## config.mk

```make
export PLATFORM = sky130hd
export DESIGN_NAME = ddr_burst_writer
export DESIGN_NICKNAME = d
export VERILOG_FILES = /design/src/rtl/ddr_burst_pkg.sv /design/src/rtl/ddr_burst_buf.sv /design/src/rtl/ddr_burst_writer.sv
export SDC_FILE = /design/constraint.sdc
export NUM_CORES = 1
export LEC_CHECK = 0
export ABC_AREA = 1
export CORE_MARGIN = 3
export CORE_UTILIZATION = 59
export CTS_BUF_LIST = sky130_fd_sc_hd__clkbuf_16
export CTS_CLUSTER_SIZE = 10
export DETAILED_ROUTE_END_ITERATION = 12
export PLACE_DENSITY = 0.91
export RECOVER_POWER = 100
export SLEW_MARGIN = 15
export SYNTH_ARGS = -nofsm -noshare
export SYNTH_HDL_FRONTEND = slang
export SYNTH_HIERARCHICAL = 1
export SYNTH_SLANG_ARGS = --single-unit
```

## constraint.sdc

```tcl
create_clock -name ddr_clk -period 6.8 [get_ports ddr_clk]
set_input_delay 1.36 -clock ddr_clk [delete_from_list [all_inputs] [get_ports ddr_clk]]
set_output_delay 1.36 -clock ddr_clk [all_outputs]
set_load 0.005 [all_outputs]
```

## src/rtl/ddr_burst_pkg.sv

```systemverilog
// ddr_burst_pkg
// Shared definitions for the DDR burst writer: FSM state encoding, the bit
// layout of the status_out word and default burst/flush parameters.
// No ports; imported by ddr_burst_writer and ddr_burst_buf.

package ddr_burst_pkg;

    // IDLE must encode as zero so that status_out reads 0 straight out of reset
    typedef enum logic [1:0] {
        IDLE = 2'd0,
        FILL = 2'd1,
        REQ  = 2'd2,
        SEND = 2'd3
    } state_e;

    // status_out = {state[1:0], buffer count[4:0], flush_hit}
    localparam int STAT_FLUSH_BIT = 0;
    localparam int STAT_CNT_LSB   = 1;
    localparam int STAT_CNT_W     = 5;
    localparam int STAT_STATE_LSB = 6;
    localparam int STAT_W         = 8;

    localparam int DEFAULT_BURST_LEN    = 4;
    localparam int DEFAULT_FLUSH_CYCLES = 64;

endpackage

```

## src/rtl/ddr_burst_buf.sv

```systemverilog
// ddr_burst_buf
// Burst staging buffer: BURST_LEN x DATA_W register array. Words are appended
// at slot 'count' and read back in order from slot 0 through a read index.
// Ports:
//   clk_i, rst_i    clock and synchronous active-high reset
//   clear_i         empty the buffer (count and read index back to 0)
//   wr_en_i         append wr_data_i at slot count_o
//   wr_data_i       word to append
//   rd_adv_i        step the read index to the next slot
//   count_o         number of words held
//   rd_idx_o        slot currently presented on rd_data_o
//   rd_data_o       contents of slot rd_idx_o

module ddr_burst_buf
    import ddr_burst_pkg::*;
#(
    parameter int DATA_W    = 32,
    parameter int BURST_LEN = DEFAULT_BURST_LEN
) (
    input  logic                         clk_i,
    input  logic                         rst_i,
    input  logic                         clear_i,
    input  logic                         wr_en_i,
    input  logic [DATA_W-1:0]            wr_data_i,
    input  logic                         rd_adv_i,
    output logic [$clog2(BURST_LEN):0]   count_o,
    output logic [$clog2(BURST_LEN)-1:0] rd_idx_o,
    output logic [DATA_W-1:0]            rd_data_o
);

    localparam int IDX_W = $clog2(BURST_LEN);
    localparam int CNT_W = IDX_W + 1;
    localparam logic [CNT_W-1:0] FULL_CNT = CNT_W'(BURST_LEN);

    logic [DATA_W-1:0] slots_q [BURST_LEN];
    logic [CNT_W-1:0]  count_q;
    logic [IDX_W-1:0]  rdIdx_q;
    logic              doWrite;

    // A full buffer silently refuses further writes so the count can never
    // run past BURST_LEN even if the producer misbehaves.
    assign doWrite = wr_en_i && (count_q < FULL_CNT);

    // Occupancy and read pointer; clearing takes priority over any update
    always_ff @(posedge clk_i) begin
        if (rst_i || clear_i) begin
            count_q <= '0;
            rdIdx_q <= '0;
        end else begin
            if (doWrite) begin
                count_q <= count_q + CNT_W'(1);
            end
            if (rd_adv_i) begin
                rdIdx_q <= rdIdx_q + IDX_W'(1);
            end
        end
    end

    // Data slots carry no reset: a slot is only ever read after being written
    always_ff @(posedge clk_i) begin
        if (doWrite) begin
            slots_q[count_q[IDX_W-1:0]] <= wr_data_i;
        end
    end

    assign count_o   = count_q;
    assign rd_idx_o  = rdIdx_q;
    assign rd_data_o = slots_q[rdIdx_q];

endmodule

```

## src/rtl/ddr_burst_writer.sv

```systemverilog
// ddr_burst_writer
// Drains the read side of the CPU->DDR async FIFO in the ddr_clk domain,
// packs words into bursts of up to BURST_LEN, arbitrates for the DDR write
// port with mem_req/mem_grant and streams each burst at an auto-incrementing
// word address. A flush timer sends partial bursts after FLUSH_CYCLES idle.
// Ports:
//   ddr_clk, ddr_rst         clock, synchronous active-high reset
//   enable                   allow new bursts to start
//   base_addr                start word address, loaded during reset
//   fifo_rd_data/_empty/_en  FIFO read side (data valid the cycle after _en)
//   mem_req/mem_grant        write-port request (registered) and grant
//   mem_addr, mem_len        burst start address and word count
//   mem_wdata/_wvalid/_wlast burst data beats
//   bursts_done              completed-burst counter (wraps)
//   status_out               {state, buffer count, flush_hit}

module ddr_burst_writer
    import ddr_burst_pkg::*;
#(
    parameter int DATA_W       = 32,
    parameter int BURST_LEN    = DEFAULT_BURST_LEN,
    parameter int ADDR_W       = 16,
    parameter int FLUSH_CYCLES = DEFAULT_FLUSH_CYCLES
) (
    input  logic                         ddr_clk,
    input  logic                         ddr_rst,
    input  logic                         enable,
    input  logic [ADDR_W-1:0]            base_addr,
    input  logic [DATA_W-1:0]            fifo_rd_data,
    input  logic                         fifo_rd_empty,
    output logic                         fifo_rd_en,
    output logic                         mem_req,
    input  logic                         mem_grant,
    output logic [ADDR_W-1:0]            mem_addr,
    output logic [$clog2(BURST_LEN):0]   mem_len,
    output logic [DATA_W-1:0]            mem_wdata,
    output logic                         mem_wvalid,
    output logic                         mem_wlast,
    output logic [15:0]                  bursts_done,
    output logic [STAT_W-1:0]            status_out
);

    localparam int IDX_W = $clog2(BURST_LEN);
    localparam int LEN_W = IDX_W + 1;
    localparam int TMR_W = $clog2(FLUSH_CYCLES);
    localparam logic [LEN_W-1:0] FULL_CNT   = LEN_W'(BURST_LEN);
    localparam logic [LEN_W:0]   POP_LIMIT  = (LEN_W + 1)'(BURST_LEN);
    localparam logic [TMR_W-1:0] FLUSH_LAST = TMR_W'(FLUSH_CYCLES - 1);

    state_e            state_q, state_d;
    logic              inflight_q;
    logic [TMR_W-1:0]  timer_q, timer_d;
    logic [ADDR_W-1:0] addr_q;
    logic [15:0]       burstCnt_q;
    logic              flushHit_q;
    logic              memReq_q;
    logic [LEN_W-1:0]  len_q;

    logic [LEN_W-1:0]  bufCount;
    logic [IDX_W-1:0]  bufRdIdx;
    logic [DATA_W-1:0] bufRdData;
    logic [LEN_W:0]    fillLevel;
    logic              popEn;
    logic              lastBeat;
    logic              flushFire;

    // Words already requested but not yet landed count against the space
    // left, so a pop is never issued that the buffer could not accept.
    assign fillLevel = {1'b0, bufCount} + {{LEN_W{1'b0}}, inflight_q};
    assign popEn     = (state_q == FILL) && !fifo_rd_empty && (fillLevel < POP_LIMIT);
    assign lastBeat  = (state_q == SEND) && ({1'b0, bufRdIdx} == (bufCount - LEN_W'(1)));

    ddr_burst_buf #(
        .DATA_W    (DATA_W),
        .BURST_LEN (BURST_LEN)
    ) u_buf (
        .clk_i     (ddr_clk),
        .rst_i     (ddr_rst),
        .clear_i   (lastBeat),
        .wr_en_i   (inflight_q),
        .wr_data_i (fifo_rd_data),
        .rd_adv_i  ((state_q == SEND) && !lastBeat),
        .count_o   (bufCount),
        .rd_idx_o  (bufRdIdx),
        .rd_data_o (bufRdData)
    );

    // Next-state logic. Every exit from FILL waits for the in-flight pop to
    // land so a word can never be lost between the FIFO and the buffer.
    always_comb begin
        state_d   = state_q;
        flushFire = 1'b0;
        case (state_q)
            IDLE: begin
                if (enable) begin
                    state_d = FILL;
                end
            end
            FILL: begin
                if ((bufCount == FULL_CNT) && !inflight_q) begin
                    state_d = REQ;
                end else if ((bufCount != '0) && (timer_q >= FLUSH_LAST) &&
                             !inflight_q && !popEn) begin
                    state_d   = REQ;
                    flushFire = 1'b1;
                end else if ((bufCount == '0) && !enable && !inflight_q) begin
                    state_d = IDLE;
                end
            end
            REQ: begin
                if (mem_grant) begin
                    state_d = SEND;
                end
            end
            SEND: begin
                if (lastBeat) begin
                    state_d = enable ? FILL : IDLE;
                end
            end
            default: state_d = IDLE;
        endcase
    end

    // Flush timer: restarts on every pop and every state change, and only
    // advances while a partial burst is waiting in FILL. It saturates at
    // FLUSH_LAST, so expiry stays asserted until the transition can be taken.
    always_comb begin
        timer_d = timer_q;
        if ((state_d != state_q) || popEn) begin
            timer_d = '0;
        end else if ((state_q == FILL) && (bufCount != '0) && (timer_q < FLUSH_LAST)) begin
            timer_d = timer_q + TMR_W'(1);
        end
    end

    // State, request, burst length, address and statistics registers.
    // mem_req is registered from the next state so it rises on the edge after
    // the FILL->REQ decision and drops on the edge that starts SEND.
    always_ff @(posedge ddr_clk) begin
        if (ddr_rst) begin
            state_q    <= IDLE;
            inflight_q <= 1'b0;
            timer_q    <= '0;
            addr_q     <= base_addr;
            burstCnt_q <= '0;
            flushHit_q <= 1'b0;
            memReq_q   <= 1'b0;
            len_q      <= '0;
        end else begin
            state_q    <= state_d;
            inflight_q <= popEn;
            timer_q    <= timer_d;
            memReq_q   <= (state_d == REQ);
            if ((state_q == FILL) && (state_d == REQ)) begin
                len_q      <= bufCount;
                flushHit_q <= flushFire;
            end
            if (lastBeat) begin
                addr_q     <= addr_q + ADDR_W'(bufCount);
                burstCnt_q <= burstCnt_q + 16'd1;
            end
        end
    end

    assign fifo_rd_en  = popEn;
    assign mem_req     = memReq_q;
    assign mem_addr    = addr_q;
    assign mem_len     = len_q;
    assign mem_wvalid  = (state_q == SEND);
    assign mem_wlast   = lastBeat;
    assign mem_wdata   = (state_q == SEND) ? bufRdData : '0;
    assign bursts_done = burstCnt_q;

    // Status word assembled from the package bit positions
    always_comb begin
        status_out = '0;
        status_out[STAT_STATE_LSB +: 2]        = state_q;
        status_out[STAT_CNT_LSB +: STAT_CNT_W] = STAT_CNT_W'(bufCount);
        status_out[STAT_FLUSH_BIT]             = flushHit_q;
    end

endmodule

```

==> metrics.md, run 1 <==
| Metric | Value |
|---|---|
| Status | `finished, violations left` |
| Failing checks | `capacitance limit, slew limit` |
| CP Capture Type | `output pin` |
| CTS resizes | `0` |
| DP HPWL | `12300 um` |
| Max Cap Viol | `6` |
| Total GRT Usage | `0.245` |
| Skew final | `0.00802 ns` |
| Die extent in x | `128 um` |
| Worst setup margin | `1.66 ns` |
| Worst skew pair latency | `0.42 ns` |
| Relative slew slack | `-1.14` |
| CP Class | `reg -> out` |
| Post-CTS Setup Inserts | `0` |
| Seq pwr share | `0.534` |
| Register-to-register setup slack | `3.09 ns` |
| Worst-path clk slew | `0.07 ns` |
| Net switching power | `484 uW` |
| Crit path DAT | `3.78 ns` |
| Post-Syn Area | `8780 um^2` |
| CP startpoint kind | `register` |
| Fmax | `194 MHz` |
| Row count | `43` |
| 1st-pass router iterations | `5` |
| Yosys warning total | `6` |
| CTS tree | `done` |
| Number of max-slew violations in the final report | `234` |
| Period utilisation layout | `0.756` |
| Logic gate share of total power | `0.051` |
| P_int | `1810 uW` |
| Clk pwr share | `0.415` |
| Clock tree buffer depth | `2` |
| Top Ports | `132` |
| Cells after synthesis | `996` |
| Post-place setup slack | `2.34 ns` |
| CP Max Fanout | `35` |
| Flops & latches, synth | `181` |
| Vias in the first global route | `6637` |
| Cts hold-fix bufs | `0` |
| Unrepaired setup endpoints after global routing | `no` |
| Final setup violation count | `0` |
| GPL Wtd Cong | `0.893` |
| Avg Inst Size Synth | `8.81 um^2` |
| H-tree levels | `4` |
| First-pass GRT wire length | `31500 um` |
| Hold Crit Class | `reg -> reg` |
| Register Area | `5070 um^2` |
| Die ar. | `16400 um^2` |
| Footprint of the multi-input gates | `2640 um^2` |
| Register area share after synthesis | `0.577` |
| Setup TNS | `0 ns` |
| Initial Util | `0.618` |
| Port bufs | `129` |
| Initial antenna violation count | `2` |
| Final hold vios | `0` |
| Sink Count | `181` |
| Worst VDD drop | `0.177 mV` |
| Routed WL per cell | `15.0 um` |
| Final #Nets | `1179` |
| Routed Antenna Nets | `0` |
| DIE HEIGHT | `128 um` |
| Unique cell type count in the Yosys netlist | `40` |
| CP required | `5.44 ns` |
| PD cells | `215 nW/um^2` |
| Commonest non-fill, non-tap cell in the layout | `nand2_1` |
| Vias per Instance | `5.23` |
| Tmin final | `5.14 ns` |
| Worst-Margin Slew | `3.20 ns` |
| Overflow after GRT | `0` |
| Fill count | `909` |
| Total leakage power | `0.00484 uW` |
| Core Box Area | `14200 um^2` |
| Fraction of layout cells with a size suffix above 1 | `0.0444` |
| DRT iter0 DRCs | `639` |
| P&R area growth vs syn | `21.4%` |
| Most frequent cells in the layout | `nand2_1, inv_1, edfxtp_1` |
| Root Driver | `clkbuf_16` |
| Largest net degree at the start of global routing | `66` |
| Final WL | `19600 um` |
| Total CTS buffers | `17` |
| Switching portion of total power | `0.211` |
| DRC | `0` |
| Vias after detailed routing | `6841` |
## kinds of logic after synthesis
logic type,synth area share
compound gates,0.0302
xor+xnor,0.0188
fa+ha+maj,0.0180
buf+inv,0.121
flops,0.577
other cells,0.000427
simple gates,0.235
## layer usage
layer,global-route usage,share of wire
met5,0,0.00066
met4,0.0949,0.021
met3,0.0513,0.077
met2,0.428,0.51
met1,0.298,0.39
## power by group through the flow
stage / Clock, uW / Sequential, uW / Combinational, uW
after floorplan: 0 / 1250 / 53.8
after CTS: 963 / 1220 / 125
after detailed placement: 0 / 1250 / 123
after global routing: 1020 / 1220 / 129
final: 951 / 1220 / 116
after global placement: 0 / 1250 / 118
## stage by stage
stage                     hold slack [ns]  cells  utilization  cell area [um^2]  total power, uW
after floorplan                     0.440    997            -              8780             1300
after global placement              0.474   1275        0.713             10100             1360
after detailed placement            0.475   1275        0.713             10100             1370
after CTS                           0.490   1307        0.754             10700             2310
after global routing                0.510   1308        0.750             10700             2370
final                               0.487   1308        0.750             10700             2290
## cell type report
| cell class | count | share of cell area |
|---|---|---|
| multi-input combinational | 560 | 0.247 |
| tap | 180 | 0.0211 |
| antenna | 1 | 0.000235 |
| clock inverter | 15 | 0.0144 |
| sequential | 181 | 0.476 |
| inverter | 222 | 0.0784 |
| clock buffer | 17 | 0.0399 |
| timing repair buffer | 132 | 0.123 |
## cell usage after synthesis (all sizes together)
master  number  area, um^2
nor2b        1        6.26
a31oi        2        12.5
xor2         7        61.3
dfxtp       37         741
or2          1        6.26
inv        222         836
nand2      272        1030
a21oi       22         125
o21ai       24         120
edfxtp     144        4320
nor3         9        56.3
ha          11         138
and3         2        12.5
clkbuf       9        33.8
o21bai       1        7.51
buf         25         191
xnor2       11         104
nor2        85         355
and2         2        12.5
fa           1        20.0
nand4        5        46.3
nand3       98         505
conb         1        3.75
nand3b       4        33.8
## critical path, cell delays in order, from the launching register on
cell and delay, ns:
dfxtp_1 0.50, nand2_1 0.89, nor2_1 1.27, clkdlybuf4s50_1 0.69
## registers in the layout, indices dropped and copies added, names as in the netlist, 2 cells and up, named ones only
| signal | cells |
|---|---|
| bursts_done | 16 |
| mem_addr | 16 |
| mem_len | 3 |
| state_q | 2 |
| timer_q | 6 |
| u_buf/count_o | 3 |
| u_buf/rd_idx_o | 2 |
| u_buf/slots_q | 128 |
## final timing paths
path / from / to / depth (start not counted)
hold / removal: flushHit_q$_SDFFE_PP0P_ / flushHit_q$_SDFFE_PP0P_ / 2
hold reg to reg: flushHit_q$_SDFFE_PP0P_ / flushHit_q$_SDFFE_PP0P_ / 2
setup / recovery: state_q[1]$_SDFF_PP0_ / mem_wlast / 3
setup reg to reg: inflight_q$_SDFF_PP0_ / u_buf/slots_q[1][7]$_DFFE_PP_ / 4
Power figures use the tool's default switching activity.
==> run 2: changes to the inputs <==
--- a/config.mk
+++ b/config.mk
@@ -7,11 +7,11 @@
 export LEC_CHECK = 0
 export ABC_AREA = 1
 export CORE_MARGIN = 3
-export CORE_UTILIZATION = 59
+export CORE_UTILIZATION = 55
 export CTS_BUF_LIST = sky130_fd_sc_hd__clkbuf_16
 export CTS_CLUSTER_SIZE = 10
 export DETAILED_ROUTE_END_ITERATION = 12
-export PLACE_DENSITY = 0.91
+export PLACE_DENSITY = 0.86
 export RECOVER_POWER = 100
 export SLEW_MARGIN = 15
 export SYNTH_ARGS = -nofsm -noshare
==> constraint.sdc (replaced) <==
create_clock -name ddr_clk -period 5.02 [get_ports ddr_clk]
set_input_delay 1.004 -clock ddr_clk [delete_from_list [all_inputs] [get_ports ddr_clk]]
set_output_delay 1.004 -clock ddr_clk [all_outputs]
set_load 0.005 [all_outputs]
==> run 2 against run 1 <==
The flow still finishes with violations (capacitance limit, slew limit). Design area increased by 0.41%. Global-route usage decreased by 2.4 points. Largest power group unchanged. Count of clock-buffer cells in the layout unchanged. Clock skew increased by 0.0026 ns. Die area increased by 6.9%. First-iteration DRC count decreased by 16%.
==> metrics.md, run 2 (synthesized netlist as in run 1, its figures left out) <==
| Metric | Value |
|---|---|
| Final hold vios | `0 (unchanged)` |
| Initial Util | `0.569 (-0.0490)` |
| Setup TNS | `0 ns (unchanged)` |
| CP bufs+invs | `4 (+3)` |
| Final core occ | `0.694 (-0.0567)` |
| GPL Wtd Cong | `0.874 (-2.1%)` |
| Clock tree buffer depth | `2 (unchanged)` |
| Total GRT Usage | `0.221 (-0.0242)` |
| WHS Endpoint | `bursts_done[15]$_SDFFE_PP0P_` |
| Total leakage power | `0.00485 uW (+0.34%)` |
| Vias in the first global route | `6557 (-1.2%)` |
| Routed Antenna Nets | `0 (unchanged)` |
| Crit path DAT | `3.35 ns (-0.43 ns)` |
| Sink Count | `181 (unchanged)` |
| Register Area | `5070 um^2 (about the same)` |
| Number of max-slew violations in the final report | `169 (-28%)` |
| Die ar. | `17500 um^2 (+6.9%)` |
| Worst-path clk slew | `0.07 ns (about the same)` |
| Most frequent cells in the layout | `nand2_1, inv_1, edfxtp_1` |
| Fraction of layout cells with a size suffix above 1 | `0.0479 (+0.00355)` |
| Vias after detailed routing | `6739 (-1.5%)` |
| CTS tree | `done` |
| FF-to-FF Start | `inflight_q$_SDFF_PP0_` |
| Overflow after GRT | `0 (unchanged)` |
| DRT iter0 DRCs | `534 (-16%)` |
| Largest net degree at the start of global routing | `65 (-1.5%)` |
| CP required | `4.02 ns (-1.42 ns)` |
| CTS resizes | `0 (unchanged)` |
| Worst VDD drop | `0.248 mV (+40%)` |
| Root Driver | `clkbuf_16` |
| Max Cap Viol | `5 (-1)` |
| Fmax | `230 MHz` |
| Die extent in x | `132 um (+3.4%)` |
| Core Box Area | `15400 um^2 (+8.6%)` |
| DRC | `0 (unchanged)` |
| H-tree levels | `4 (unchanged)` |
| Vias per Instance | `5.03 (-3.8%)` |
| 1st-pass router iterations | `7 (+2)` |
| Port bufs | `129 (unchanged)` |
| CP Max Fanout | `33 (-5.7%)` |
| Final setup violation count | `0 (unchanged)` |
| Period utilisation layout | `0.866` |
| First-pass GRT wire length | `31100 um (-1.2%)` |
| Skew final | `0.0106 ns (+0.00260 ns)` |
| Max reg flops | `128 (unchanged)` |
| CP delay by family, top | `buffers and inverters` |
| Routed WL per cell | `14.3 um (-4.8%)` |
| Hold path cells | `2 (unchanged)` |
| Worst Reg-to-Reg Cells | `4 (unchanged)` |
| Fill count | `1140 (+25%)` |
| Hold Slack | `0.495 ns (+0.00859 ns)` |
| Top Ports | `132 (unchanged)` |
| Status | `finished, violations left` |
| Worst R2R End | `u_buf/slots_q[2][1]$_DFFE_PP_` |
| Failing checks | `capacitance limit, slew limit` |
| Commonest non-fill, non-tap cell in the layout | `nand2_1` |
| Final WL | `19200 um (-2.5%)` |
| Unrepaired setup endpoints after global routing | `no` |
| Worst skew pair latency | `0.43 ns (about the same)` |
| Cts hold-fix bufs | `0 (unchanged)` |
| CP Capture Type | `output pin` |
| DIE HEIGHT | `132 um (+3.4%)` |
| DP HPWL | `12000 um (-2.5%)` |
| Hold Crit Class | `reg -> reg` |
| Critical path cell sequence | `clkbuf_2 > inv_1 > nand3_1 > nand2_1 > inv_1 > nor2_1 > dlygate4sd3_1` |
| PD cells | `291 nW/um^2 (+35%)` |
| Relative slew slack | `-1.11 (+0.0345)` |
| Slowest cell on the critical path | `inv_1` |
| Row count | `45 (+4.7%)` |
| CP startpoint kind | `register` |
| Worst path most repeated cell | `inv_1` |
| Tmin final | `4.35 ns` |
| Initial antenna violation count | `1 (-1)` |
| Final #Nets | `1179 (unchanged)` |
| Worst-Margin Slew | `3.15 ns (-0.0515 ns)` |
| Largest stage delay on the critical path | `1.05 ns (-0.22 ns)` |
| Total CTS buffers | `17 (unchanged)` |
| Post-CTS Setup Inserts | `0 (unchanged)` |
| Placement Cell Area | `10200 um^2 (+0.38%)` |
| Design area | `10700 um^2 (+0.41%)` |
| P&R area growth vs syn | `21.9%` |
| CP Class | `reg -> out` |
| Hold_sp | `bursts_done[15]$_SDFFE_PP0P_` |
| Register-to-register setup slack | `1.43 ns (-1.66 ns)` |
| Footprint of the multi-input gates | `2650 um^2 (+0.28%)` |
## run 2: cell count changes in the layout (fill, tap and decap cells not counted), sizes merged
cell	before	now
clkbuf	18	19
buf	2	1
bufinv	2	1
clkinvlp	5	2
inv	225	231
clkinv	5	3
## run 2: worst max path at each step
stage	startpoint	endpoint	slack, ns	depth (start not counted)
after global placement	register	mem_wdata[13]	1.63	7
after floorplan	u_buf/count_o[0]$_SDFFE_PP0P_	mem_wlast	2.47	8
after global routing	register	mem_wdata[2]	0.45	7
after detailed placement	register	mem_wdata[2]	1.58	7
final	register	mem_wdata[13]	0.67	7
after CTS	register	mem_wdata[2]	1.13	7
## run 2: power by group
group	leakage, uW	internal [uW]	switching (uW)
logic	0.00296	72.3	82.5
clock network	0.000283	705	596
registers	0.00161	1640	16.3
total	0.00485	2420	695
## run 2: layer usage
metal	wire [um]	global-route usage	vias up
met3	1670	0.0645	26
met4	297	0.0676	0
met5	0	0	-
met2	9420	0.374	300
met1	7760	0.275	3088
li1	-	-	3325
## run 2: cell type report
class,instances,area share
timing repair buffer,132,0.122
clock inverter,15,0.0146
antenna,1,0.000234
tap,211,0.0247
multi-input combinational,560,0.247
clock buffer,17,0.0397
sequential,181,0.473
inverter,222,0.0781
## run 2: worst register-to-register path: stages (launching register included)
cell,delay [ns]
dfxtp_1,0.48
inv_1,0.07
nor2_1,0.16
inv_1,0.11
nor2_1,2.31
## run 2: stage by stage
stage	power [uW]	cells	setup WS, ns
after floorplan	1760	997	2.47
after global placement	1850	1306	1.63
after detailed placement	1850	1306	1.58
after CTS	3150	1338	1.13
after global routing	3220	1338	0.446
final	3110	1339	0.671
==> run 3: changes to the inputs <==
--- a/config.mk
+++ b/config.mk
@@ -11,7 +11,8 @@
 export CTS_BUF_LIST = sky130_fd_sc_hd__clkbuf_16
 export CTS_CLUSTER_SIZE = 10
 export DETAILED_ROUTE_END_ITERATION = 12
-export PLACE_DENSITY = 0.86
+export GPL_TIMING_DRIVEN = 0
+export PLACE_DENSITY = 0.81
 export RECOVER_POWER = 100
 export SLEW_MARGIN = 15
 export SYNTH_ARGS = -nofsm -noshare
==> run 3 against run 2 <==
The run still ends with capacitance limit, slew limit left. Flip-flop and latch count unchanged. First-iteration DRC count fell by 25%. Maximum frequency increased by 2.4%. Non-clock buffer count grew 35. Via count shrank 0.24%. Largest power group unchanged.
==> metrics.md, run 3 (synthesized netlist as in run 1, its figures left out) <==
| Metric | Value |
|---|---|
| Status | `finished, violations left` |
| Failing checks | `capacitance limit, slew limit` |
| First-pass GRT wire length | `30500 um (-1.7%)` |
| Fraction of layout cells with a size suffix above 1 | `0.0568 (+0.00888)` |
| Final WL | `18900 um (-1.5%)` |
| P_int | `2400 uW (-0.73%)` |
| Unrepaired setup endpoints after global routing | `no` |
| Worst-Margin Slew | `1.79 ns (-1.36 ns)` |
| Final setup violation count | `0 (unchanged)` |
| Routed Antenna Nets | `0 (unchanged)` |
| CP required | `4.02 ns (about the same)` |
| Number of max-slew violations in the final report | `89 (-47%)` |
| Setup TNS | `0 ns (unchanged)` |
| CP Class | `reg -> out` |
| P&R area growth vs syn | `23.7%` |
| CP Max Fanout | `11 (-67%)` |
| Net switching power | `639 uW (-8.0%)` |
| Largest net degree at the start of global routing | `26 (-60%)` |
| 1st-pass router iterations | `7 (unchanged)` |
| DP HPWL | `13000 um (+8.3%)` |
| Die extent in x | `132 um (unchanged)` |
| Total GRT Usage | `0.219 (-0.00185)` |
| Seq pwr share | `0.545 (+0.013)` |
| Overflow after GRT | `0 (unchanged)` |
| Most frequent cells in the layout | `nand2_1, inv_1, edfxtp_1` |
| Worst skew pair latency | `0.42 ns (about the same)` |
| Final #Nets | `1214 (+3.0%)` |
| Relative slew slack | `-0.199 (+0.911)` |
| Vias after detailed routing | `6723 (-0.24%)` |
| CP startpoint kind | `register` |
| Top Ports | `132 (unchanged)` |
| Tmin final | `4.25 ns (-0.102 ns)` |
| CTS resizes | `0 (unchanged)` |
| CP Capture Type | `output pin` |
| Hold Slack | `0.470 ns (-0.0257 ns)` |
| Final hold vios | `0 (unchanged)` |
| Commonest non-fill, non-tap cell in the layout | `nand2_1` |
| DIE HEIGHT | `132 um (unchanged)` |
| Crit path DAT | `3.24 ns (-0.11 ns)` |
| PD cells | `280 nW/um^2 (-3.8%)` |
| GPL Wtd Cong | `0.902 (+3.2%)` |
| Port bufs | `129 (unchanged)` |
| Sink Count | `181 (unchanged)` |
| Die ar. | `17500 um^2 (unchanged)` |
| Skew final | `0.0102 ns (-0.000375 ns)` |
| Root Driver | `clkbuf_16` |
| Fmax | `235 MHz (+2.4%)` |
| Routed WL per cell | `13.7 um (-4.0%)` |
| DRT iter0 DRCs | `403 (-25%)` |
| Worst-path clk slew | `0.06 ns (about the same)` |
| Design Power | `3040 uW (-2.4%)` |
| Vias per Instance | `4.89 (-2.8%)` |
| Total leakage power | `0.00495 uW (+2.1%)` |
| Clk pwr share | `0.403 (-0.015)` |
| Worst VDD drop | `0.207 mV (-17%)` |
| Placement Cell Area | `10500 um^2 (+2.9%)` |
| Switching portion of total power | `0.210 (-0.0129)` |
| H-tree levels | `4 (unchanged)` |
| Hold Crit Class | `reg -> reg` |
| Max reg flops | `128 (unchanged)` |
| Row count | `45 (unchanged)` |
| Post-CTS Setup Inserts | `0 (unchanged)` |
| Core Box Area | `15400 um^2 (unchanged)` |
| Final core occ | `0.704 (+0.0102)` |
| Initial Util | `0.569 (unchanged)` |
| CTS tree | `done` |
| Clock tree buffer depth | `2 (unchanged)` |
| Cts hold-fix bufs | `0 (unchanged)` |
| Vias in the first global route | `6503 (-0.82%)` |
| Max Cap Viol | `4 (-1)` |
| Total CTS buffers | `17 (unchanged)` |
| Period utilisation layout | `0.846 (-0.0202)` |
| DRC | `0 (unchanged)` |
| Initial antenna violation count | `1 (unchanged)` |
| Logic gate share of total power | `0.052 (+0.002)` |
| Design area | `10900 um^2 (+1.5%)` |
run 3: changes by cell type in the layout (fill, tap and decap cells not counted), moves of 2 or more:
cell,delta
buf_4,+7
clkbuf_1,+15
nor2_1,+2
clkinv_1,+2
buf_2,+9
inv_1,+2
clkinv_4,+2
inv_8,-4
buf_6,+5
run 3: final timing paths:
check	startpoint	endpoint	slack, ns	cells after the start
max reg2reg	inflight_q$_SDFF_PP0_	u_buf/slots_q[3][25]$_DFFE_PP_	1.68	5
min reg2reg	flushHit_q$_SDFFE_PP0P_	flushHit_q$_SDFFE_PP0P_	0.47	2
max	u_buf/count_o[0]$_SDFFE_PP0P_	mem_wlast	0.77	9
min	flushHit_q$_SDFFE_PP0P_	flushHit_q$_SDFFE_PP0P_	0.47	2
run 3: area by class of cell:
| class | instances | area, um^2 |
|---|---|---|
| Antenna cell | 1 | 2.50 |
| Buffer | 34 | 206 |
| Clock buffer | 17 | 425 |
| Clock inverter | 15 | 131 |
| Fill cell | 1197 | 4570 |
| Inverter | 222 | 836 |
| Multi-Input combinational cell | 560 | 2620 |
| Sequential cell | 181 | 5060 |
| Tap cell | 211 | 264 |
| Timing Repair Buffer | 133 | 1310 |
run 3: per-layer routing:
| metal | part of all wire | up-vias | track usage |
|---|---|---|---|
| li1 | - | 3391 | - |
| met1 | 0.40 | 3045 | 0.265 |
| met2 | 0.49 | 246 | 0.377 |
| met3 | 0.081 | 39 | 0.0534 |
| met4 | 0.022 | 2 | 0.0878 |
| met5 | 0.00037 | - | 0 |
run 3: power groups by stage:
stage	combinational, uW	sequential (uW)	clock (uW)
after floorplan	72.9	1690	0
after global placement	163	1690	0
after detailed placement	170	1690	0
after CTS	172	1660	1250
after global routing	176	1660	1320
final	157	1660	1220
run 3: worst max-delay path, cell delays in order (launching register included):
cell,delay (ns)
dfxtp_1,0.52
inv_1,0.16
ha_1,0.34
inv_1,0.06
nand2_1,0.04
nand2_1,0.14
nand3_2,0.10
nor2_1,0.37
clkbuf_1,0.48
clkdlybuf4s50_1,0.61
run 3: through the flow:
stage | cells | setup WS (ns)
floorplan | 997 | 2.47
global placement | 1337 | 1.44
detailed placement | 1341 | 1.70
CTS | 1373 | 1.26
global route | 1373 | 0.567
finish | 1374 | 0.773
